[config.mk]
export PLATFORM = sky130hd
export DESIGN_NAME = sga_serial_cmd_rx
export DESIGN_NICKNAME = d
export VERILOG_FILES = /design/src/rtl/sga_serial_cmd_rx.sv
export SDC_FILE = /design/constraint.sdc
export NUM_CORES = 1
export LEC_CHECK = 0
export BUFFER_PORTS_ARGS = -buffer_cell sky130_fd_sc_hd__buf_4
export CAP_MARGIN = 20
export CORE_MARGIN = 8
export CORE_UTILIZATION = 50
export CTS_BUF_LIST = sky130_fd_sc_hd__clkbuf_4
export DETAILED_ROUTE_END_ITERATION = 7
export PLACE_DENSITY = 0.73
export SYNTH_ARGS = -nofsm -noshare
export SYNTH_HDL_FRONTEND = slang
export SYNTH_SLANG_ARGS = --single-unit
[constraint.sdc]
create_clock -name clock -period 1.89 [get_ports clock]
set_clock_uncertainty 0.05 [all_clocks]
set_input_delay 0.0945 -clock clock [delete_from_list [all_inputs] [get_ports clock]]
set_output_delay 0.0945 -clock clock [all_outputs]
set_load 0.05 [all_outputs]
[src/rtl/sga_serial_cmd_rx.sv]
// Serial command receiver for the Snake Game Arcade.
// Receives 7O1 UART frames, checks parity and stop bit, and turns ASCII keys
// into one-cycle command pulses for the game controller.
//
// state  | code | meaning
// -------+------+------------------------------------------------------
// IDLE   |  0   | line idle; waiting for a falling edge while enabled
// START  |  1   | half a bit period into the start bit; glitch filter
// DATA   |  2   | sampling 7 data bits, LSB first, one per bit period
// PARITY |  3   | sampling the odd-parity bit
// STOP   |  4   | sampling the stop bit (mid-bit, so back-to-back works)
// DECODE |  5   | single cycle; registers error/valid/command pulses
module sga_serial_cmd_rx #(
  parameter int CLKS_PER_BIT = 434
) (
  input  logic       clock,
  input  logic       reset,
  input  logic       rx_serial,
  input  logic       enable,
  output logic       left,
  output logic       right,
  output logic       up,
  output logic       down,
  output logic       start,
  output logic       pause,
  output logic       restart_cmd,
  output logic       pronto,
  output logic [6:0] dado,
  output logic       parity_error,
  output logic       frame_error,
  output logic [2:0] db_state
);

  localparam int CW = $clog2(CLKS_PER_BIT);
  localparam logic [CW-1:0] BIT_LAST  = CW'(CLKS_PER_BIT - 1);
  localparam logic [CW-1:0] HALF_LAST = CW'(CLKS_PER_BIT / 2 - 1);

  typedef enum logic [2:0] {
    S_IDLE   = 3'd0,
    S_START  = 3'd1,
    S_DATA   = 3'd2,
    S_PARITY = 3'd3,
    S_STOP   = 3'd4,
    S_DECODE = 3'd5
  } state_t;

  state_t          state;
  logic [CW-1:0]   baud_cnt;
  logic [2:0]      bit_cnt;
  logic [6:0]      shift_reg;
  logic            par_bit;
  logic            stop_bit;
  logic            rx_meta;
  logic            rx_sync;
  logic            bit_tick;
  logic            parity_ok;
  logic [6:0]      key_lower;
  logic [6:0]      cmd_vec;

  // Two-flop synchronizer, preset high so reset release never looks like a start edge
  always_ff @(posedge clock or negedge reset) begin
    if (!reset) begin
      rx_meta <= 1'b1;
      rx_sync <= 1'b1;
    end else begin
      rx_meta <= rx_serial;
      rx_sync <= rx_meta;
    end
  end

  assign bit_tick  = (baud_cnt == BIT_LAST);
  assign parity_ok = ^{shift_reg, par_bit};
  // Setting bit 5 folds 'A'..'Z' onto 'a'..'z'; only the letters themselves land on the map keys
  assign key_lower = shift_reg | 7'h20;

  // Key map: bit order left, right, up, down, start, pause, restart
  always_comb begin
    cmd_vec = 7'b0;
    case (key_lower)
      7'h61:   cmd_vec[0] = 1'b1;
      7'h64:   cmd_vec[1] = 1'b1;
      7'h77:   cmd_vec[2] = 1'b1;
      7'h73:   cmd_vec[3] = 1'b1;
      7'h69:   cmd_vec[4] = 1'b1;
      7'h70:   cmd_vec[5] = 1'b1;
      7'h72:   cmd_vec[6] = 1'b1;
      default: cmd_vec = 7'b0;
    endcase
  end

  // Receive FSM with registered pulse outputs and held character
  always_ff @(posedge clock or negedge reset) begin
    if (!reset) begin
      state        <= S_IDLE;
      baud_cnt     <= '0;
      bit_cnt      <= 3'd0;
      shift_reg    <= 7'h00;
      par_bit      <= 1'b0;
      stop_bit     <= 1'b0;
      left         <= 1'b0;
      right        <= 1'b0;
      up           <= 1'b0;
      down         <= 1'b0;
      start        <= 1'b0;
      pause        <= 1'b0;
      restart_cmd  <= 1'b0;
      pronto       <= 1'b0;
      parity_error <= 1'b0;
      frame_error  <= 1'b0;
      dado         <= 7'h00;
    end else begin
      left         <= 1'b0;
      right        <= 1'b0;
      up           <= 1'b0;
      down         <= 1'b0;
      start        <= 1'b0;
      pause        <= 1'b0;
      restart_cmd  <= 1'b0;
      pronto       <= 1'b0;
      parity_error <= 1'b0;
      frame_error  <= 1'b0;
      case (state)
        S_IDLE: begin
          baud_cnt <= '0;
          bit_cnt  <= 3'd0;
          if (enable && !rx_sync) begin
            state <= S_START;
          end
        end
        S_START: begin
          if (baud_cnt == HALF_LAST) begin
            baud_cnt <= '0;
            state    <= rx_sync ? S_IDLE : S_DATA;
          end else begin
            baud_cnt <= baud_cnt + 1'b1;
          end
        end
        S_DATA: begin
          if (bit_tick) begin
            baud_cnt  <= '0;
            shift_reg <= {rx_sync, shift_reg[6:1]};
            if (bit_cnt == 3'd6) begin
              bit_cnt <= 3'd0;
              state   <= S_PARITY;
            end else begin
              bit_cnt <= bit_cnt + 3'd1;
            end
          end else begin
            baud_cnt <= baud_cnt + 1'b1;
          end
        end
        S_PARITY: begin
          if (bit_tick) begin
            baud_cnt <= '0;
            par_bit  <= rx_sync;
            state    <= S_STOP;
          end else begin
            baud_cnt <= baud_cnt + 1'b1;
          end
        end
        S_STOP: begin
          if (bit_tick) begin
            baud_cnt <= '0;
            stop_bit <= rx_sync;
            state    <= S_DECODE;
          end else begin
            baud_cnt <= baud_cnt + 1'b1;
          end
        end
        S_DECODE: begin
          baud_cnt <= '0;
          state    <= S_IDLE;
          if (!stop_bit) begin
            frame_error <= 1'b1;
          end else if (!parity_ok) begin
            parity_error <= 1'b1;
          end else begin
            pronto      <= 1'b1;
            dado        <= shift_reg;
            left        <= cmd_vec[0];
            right       <= cmd_vec[1];
            up          <= cmd_vec[2];
            down        <= cmd_vec[3];
            start       <= cmd_vec[4];
            pause       <= cmd_vec[5];
            restart_cmd <= cmd_vec[6];
          end
        end
        default: begin
          baud_cnt <= '0;
          state    <= S_IDLE;
        end
      endcase
    end
  end

  assign db_state = state;

endmodule
## Word-level counts from Yosys, hierarchy flattened

Cells that the tools add are included.

- RAM bits: 0
- Flip-flop bits (word level): 43
- Latch bits: 0
- Bits in read-only memories: 0
- Word-level logic and storage cells: 104
- Memories: 0
- Input port bits: 4

- Multipliers: 0
- Shift operators: 0
- Reductions and logical operators: 12
- Bitwise logic cells: 0
- Equal/unequal tests: 21
- Order comparisons: 0
- Div/mod/pow operators: 0
- Multiplexer cells: 50
- Add/sub/neg operators: 2

Operators with widths:

| kind | count |
|---|---|
| $eq 6x6->1 const B | 7 |
| $mux 1 | 36 |
| $mux 3 | 8 |
| $mux 9 | 2 |
| $pmux 9 s2 | 1 |
| $pmux 3 s5 | 1 |
| $ne 2x2->1 const B | 6 |
| $add 9x1->9 const B | 1 |
| $eq 3x3->1 const B | 3 |
| $eq 9x8->1 const B | 1 |
| $eq 9x9->1 const B | 1 |
| $reduce_and 2->1 | 4 |
| $reduce_xor 8->1 | 1 |
| $eq 3x2->1 const B | 2 |
| $pmux 3 s2 | 1 |
| $reduce_and 6->1 | 1 |
| $add 3x1->3 const B | 1 |
| $eq 3x1->1 const B | 1 |
| $logic_not 3->1 | 1 |
| $reduce_and 3->1 | 1 |
| $reduce_or 3->1 | 1 |
| $mux 2 | 1 |
| $reduce_bool 2->1 | 1 |
| $logic_and 1x1->1 | 1 |
| $logic_not 1->1 | 1 |

## Depth between registers and ports, before layout

- Word-level depth: 5
- Depth in mapped cells: 8

## Worst setup path after synthesis

Ideal clock, no wire load.

- Path kind: register to register
- Start: register state[0], in the netlist db_state[0]
- End: register par_bit
- Setup slack: -62 ps
- Required time: 1715 ps
- Cell stages (with the launch flop): 5
- Setup time: 125 ps
- Arrival: 1777 ps
- Path buffers: 1
- Cell sequence: dfrtp_1 > clkbuf_1 > inv_1 > or4_1 > mux2_2

- Word-level cells in the longest chain between the ends: 2

Ends and longest elaborated chain:

| what | RTL line | source |
|---|---|---|
| from (decl) | 47 | `state_t state;` |
| from (signal assigned) | 133 | `state <= rx_sync ? S_IDLE : S_DATA;` |
| $eq 3x2->1 | 122 | `case (state)` |
| $reduce_and 2->1 (no source line) | -- |  |
| to (signal assigned) | 155 | `par_bit <= rx_sync;` |
| to (decl) | 51 | `logic par_bit;` |

Every way passes these cells.
A chain may end at the register's enable or synchronous reset.

## Worst setup path in the final report

- Start: register baud_cnt[1]
- End: register bit_cnt[0]

- Word-level cells in the longest chain between the ends: 3

Ends and longest elaborated chain:

| what | RTL line | source |
|---|---|---|
| from (decl) | 48 | `logic [CW-1:0] baud_cnt;` |
| from (signal assigned) | 135 | `baud_cnt <= baud_cnt + 1'b1;` |
| from (signal assigned) | 149 | `baud_cnt <= baud_cnt + 1'b1;` |
| from (signal assigned) | 158 | `baud_cnt <= baud_cnt + 1'b1;` |
| $eq 9x9->1 | 71 | `assign bit_tick = (baud_cnt == BIT_LAST);` |
| $ne 2x2->1 (no source line) | -- |  |
| $reduce_and 2->1 (no source line) | -- |  |
| to (signal assigned) | 146 | `bit_cnt <= bit_cnt + 3'd1;` |
| to (decl) | 49 | `logic [2:0] bit_cnt;` |

Every way passes these cells.

==> results.md <==
- Largest stage delay on the critical path: 0.48 ns
- Iteration count of the initial detailed-routing pass: 6
- Max-Slew Margin vs Limit: 65.01%
- Sequential element share of the synthesized area: roughly 57%
- R2r worst-path depth: 7
- Netlist area before placement: ~1900 um^2
- Total Die Area: 6002 um^2
- Cell chosen for the clock root: sky130_fd_sc_hd__clkbuf_4
- Total number of nets in the final design: roughly 220
- Top-level port count: 24
- Number of failing hold endpoints at the final stage: 0
- Half-perimeter wire length after detailed placement: about 2500 um
- Routed vias/inst: 5.206
- Number of antenna cells inserted: 0
- CP Launch Type: register
- Slowest CP cell: sky130_fd_sc_hd__or4b_1
- Clock tree from TritonCTS: built
- Fin. max-slew vios: 0
- Actual transition at the worst max-transition pin: between 0.5 and 0.6 ns
- Total nets after synthesis: between 150 and 200
- Vias in the first global route: 1427
- Number of antenna violations at the first check in global routing: 0
- Die span in x: ~77 um
- Yosys warning total: 0
- Critical Setup Path Class: register to register
- Total of flip-flops plus latches after synthesis: 43
- Top flip-flop cell by instance count after synthesis: sky130_fd_sc_hd__dfrtp_1
- Post-detailed-route count of antenna-violating nets: 0
- Starting density of the core: 51.61%
- # clock sinks: 43
- Leading cell types in the layout, fill and taps excluded: 40 x sky130_fd_sc_hd__dfrtp_1, 40 x sky130_fd_sc_hd__buf_4, 19 x sky130_fd_sc_hd__nor2_1
- Post-route cell area: around 2400 um^2
- Highest Clock Rate: roughly 500 MHz
- Failing checks: setup timing
- Number of enable-type register cells in the synthesized netlist: 0
- Maximum vdd ir drop: between 0.4 and 0.5 mV
- CORE AREA: approximately 3700 um^2
- Setup slack after layout: -0.05440 ns
- First-pass GRT wire length: ~6200 um
- Number of placement rows: 22
- Average wire per cell in the routed design: approximately 14 um
- Sequence of cells on the critical path: inv_2, ha_4, and4bb_1, nand4_2, a211o_1, or4b_1, o21ai_1
- Async set-or-reset flop fraction in the synthesized netlist: between 90% and 100%
- Final WL: about 3500 um
- Total of max-cap violations: 0
- Synthesized instance count: roughly 170
- Post-route fraction of the period consumed by the critical path: 102.9%
- Largest net degree at the start of global routing: 44
- Area after DPL: ~2200 um^2
- Final weighted congestion in routability-driven placement: about 0.82
- Final Setup Violations: 1
- Critical Path Sink Type: register
- Total clock buffers created by CTS: 5
- Clock Path Buffers: 2
- Leak: roughly 1.2 nW
- Syn avg cell area: roughly 11 um^2
- Outcome: complete, but fails checks
- Cell variety after synth: 34
- Buffers added on ports: 23
- Critical path data required time: 2.12 ns
- Share of post-route cells with drive strength above 1: around a third
- Vertical extent of the die: between 70 and 80 um
- Worst min-delay path category: input port to asynchronous set/reset pin
- Remaining global-route overflow: 0
- Arrival time worst endpoint: approximately 2.2 ns
- Total via count after detailed routing: about 1300
- Setup repair after global routing missed its margin: true
- Total number of H-tree levels: 2
- Largest fanout on the critical path: 4
- DRC violations left: 0
- Skew-Pair Late Insertion Delay: roughly 0.35 ns
- Clock input transition at the sequential cells of the worst setup and hold paths: between 0.1 and 0.15 ns
- Post-route minimum period: 1.944 ns
- Number of flip-flops under the largest register name: 9
- Power per cell area: 669.6 nW/um^2
- Area grow syn2layout: 25.23%
- Utilization of the core after routing: approximately 65%
- GRT Overall Usage: 12.58%
- Number of DRC markers in iteration 0: 47
routing by layer:
| layer | track usage [%] | wire, um | vias to the layer above |
|---|---|---|---|
| met5 | 0 | 0 | - |
| met4 | 6.415 | 62 | 0 |
| met3 | 5.184 | 228 | 6 |
| met2 | 19.97 | 1653 | 31 |
| met1 | 14.29 | 1543 | 648 |
| li1 | - | - | 653 |
worst max-delay path: cells and delay by family (launching register included):
| family | cells | cell delay [ns] |
|---|---|---|
| and+or+nand+nor | 3 | 0.82 |
| AOI/OAI and AO/OA | 2 | 0.43 |
| DFF | 1 | 0.40 |
| adders and majority gates | 1 | 0.11 |
| buffers and inverters | 1 | 0.08 |
path summary, 6_finish.rpt:
kind | startpoint | endpoint | slack (ns)
min in group clock | enable | db_state[0] | 0.30
min | reset | pause | 0.20
max in group asynchronous | reset | db_state[0] | 1.20
min reg2reg | rx_meta | rx_sync | 0.31
max reg2reg | baud_cnt[1] | bit_cnt[0] | -0.05
max | baud_cnt[1] | bit_cnt[0] | -0.05
where the power goes:
group / internal [mW] / switching (mW)
logic: 0.0353 / 0.0514
registers: 0.930 / 0.0136
clock network: 0.287 / 0.267
total: 1.25 / 0.332
timing repair:
| item | in CTS | in global routing |
|---|---|---|
| resized for setup | 5 | 3 |
| hold endpoints to repair | 42 | 0 |
| buffers inserted | 1 | 0 |
| hold buffers | 2 | 0 |
| endpoints found under the setup margin | 10 | 21 |
| pin swaps | 0 | 1 |
layout make-up:
class                           instances  area (um^2)
Inverter                                9        33.78
Tap cell                               48        60.06
Clock buffer                            6        45.04
Fill cell                             296         1295
Multi-Input combinational cell        107        777.0
Clock inverter                          1        30.03
Sequential cell                        43         1080
Timing Repair Buffer                   43        340.3
logic make-up (layout without fill, tap and decap cells):
group                    Yosys count  in the layout  synth area share, %
AND/OR/NAND/NOR                   62             62                17.42
multiplexers                      16             16                9.536
flip-flops                        43             43                57.09
adder cells (fa/ha/maj)            3              3                1.987
XOR/XNOR                          14             14                6.490
buffers and inverters             16             59                3.510
AO/OA/AOI/OAI                     12             12                3.973
metrics by stage:
stage | total power, mW | TNS (ns) | setup slack [ns] | hold slack [ns] | std cells
6_report | 1.584 | -0.05440 | -0.05440 | 0.1993 | 257
5_1_grt | 1.655 | -0.9037 | -0.1442 | 0.2488 | 257
4_1_cts | 1.604 | -0.07820 | -0.07820 | 0.2175 | 257
3_5_place_dp | 1.043 | -0.7646 | -0.1072 | 0.06238 | 247
2_1_floorplan | 0.9930 | 0 | 0.01594 | -0.2511 | 166
3_3_place_gp | 1.039 | -0.3174 | -0.05075 | 0.05290 | 247
synth_stat cells, types with 2 or more instances:
master                     count  area share, %
sky130_fd_sc_hd__inv_1         9            1.8
sky130_fd_sc_hd__ha_1          3            2.0
sky130_fd_sc_hd__nor2b_1       4            1.3
sky130_fd_sc_hd__nor2_1       19            3.8
sky130_fd_sc_hd__dfrtp_1      41             54
sky130_fd_sc_hd__xnor2_1       9            4.2
sky130_fd_sc_hd__mux2_2       16            9.5
sky130_fd_sc_hd__clkbuf_1      2           0.40
sky130_fd_sc_hd__dfstp_2       2            2.8
sky130_fd_sc_hd__nand3_1       6            1.6
sky130_fd_sc_hd__or3_1         2           0.66
sky130_fd_sc_hd__buf_2         4            1.1
sky130_fd_sc_hd__nand2b_1      3           0.99
sky130_fd_sc_hd__nor4_1        7            2.3
sky130_fd_sc_hd__nand2_1      12            2.4
sky130_fd_sc_hd__xor2_1        5            2.3
sky130_fd_sc_hd__o21ai_0       5            1.3
Note: power is estimated with default switching activity, not from simulation.
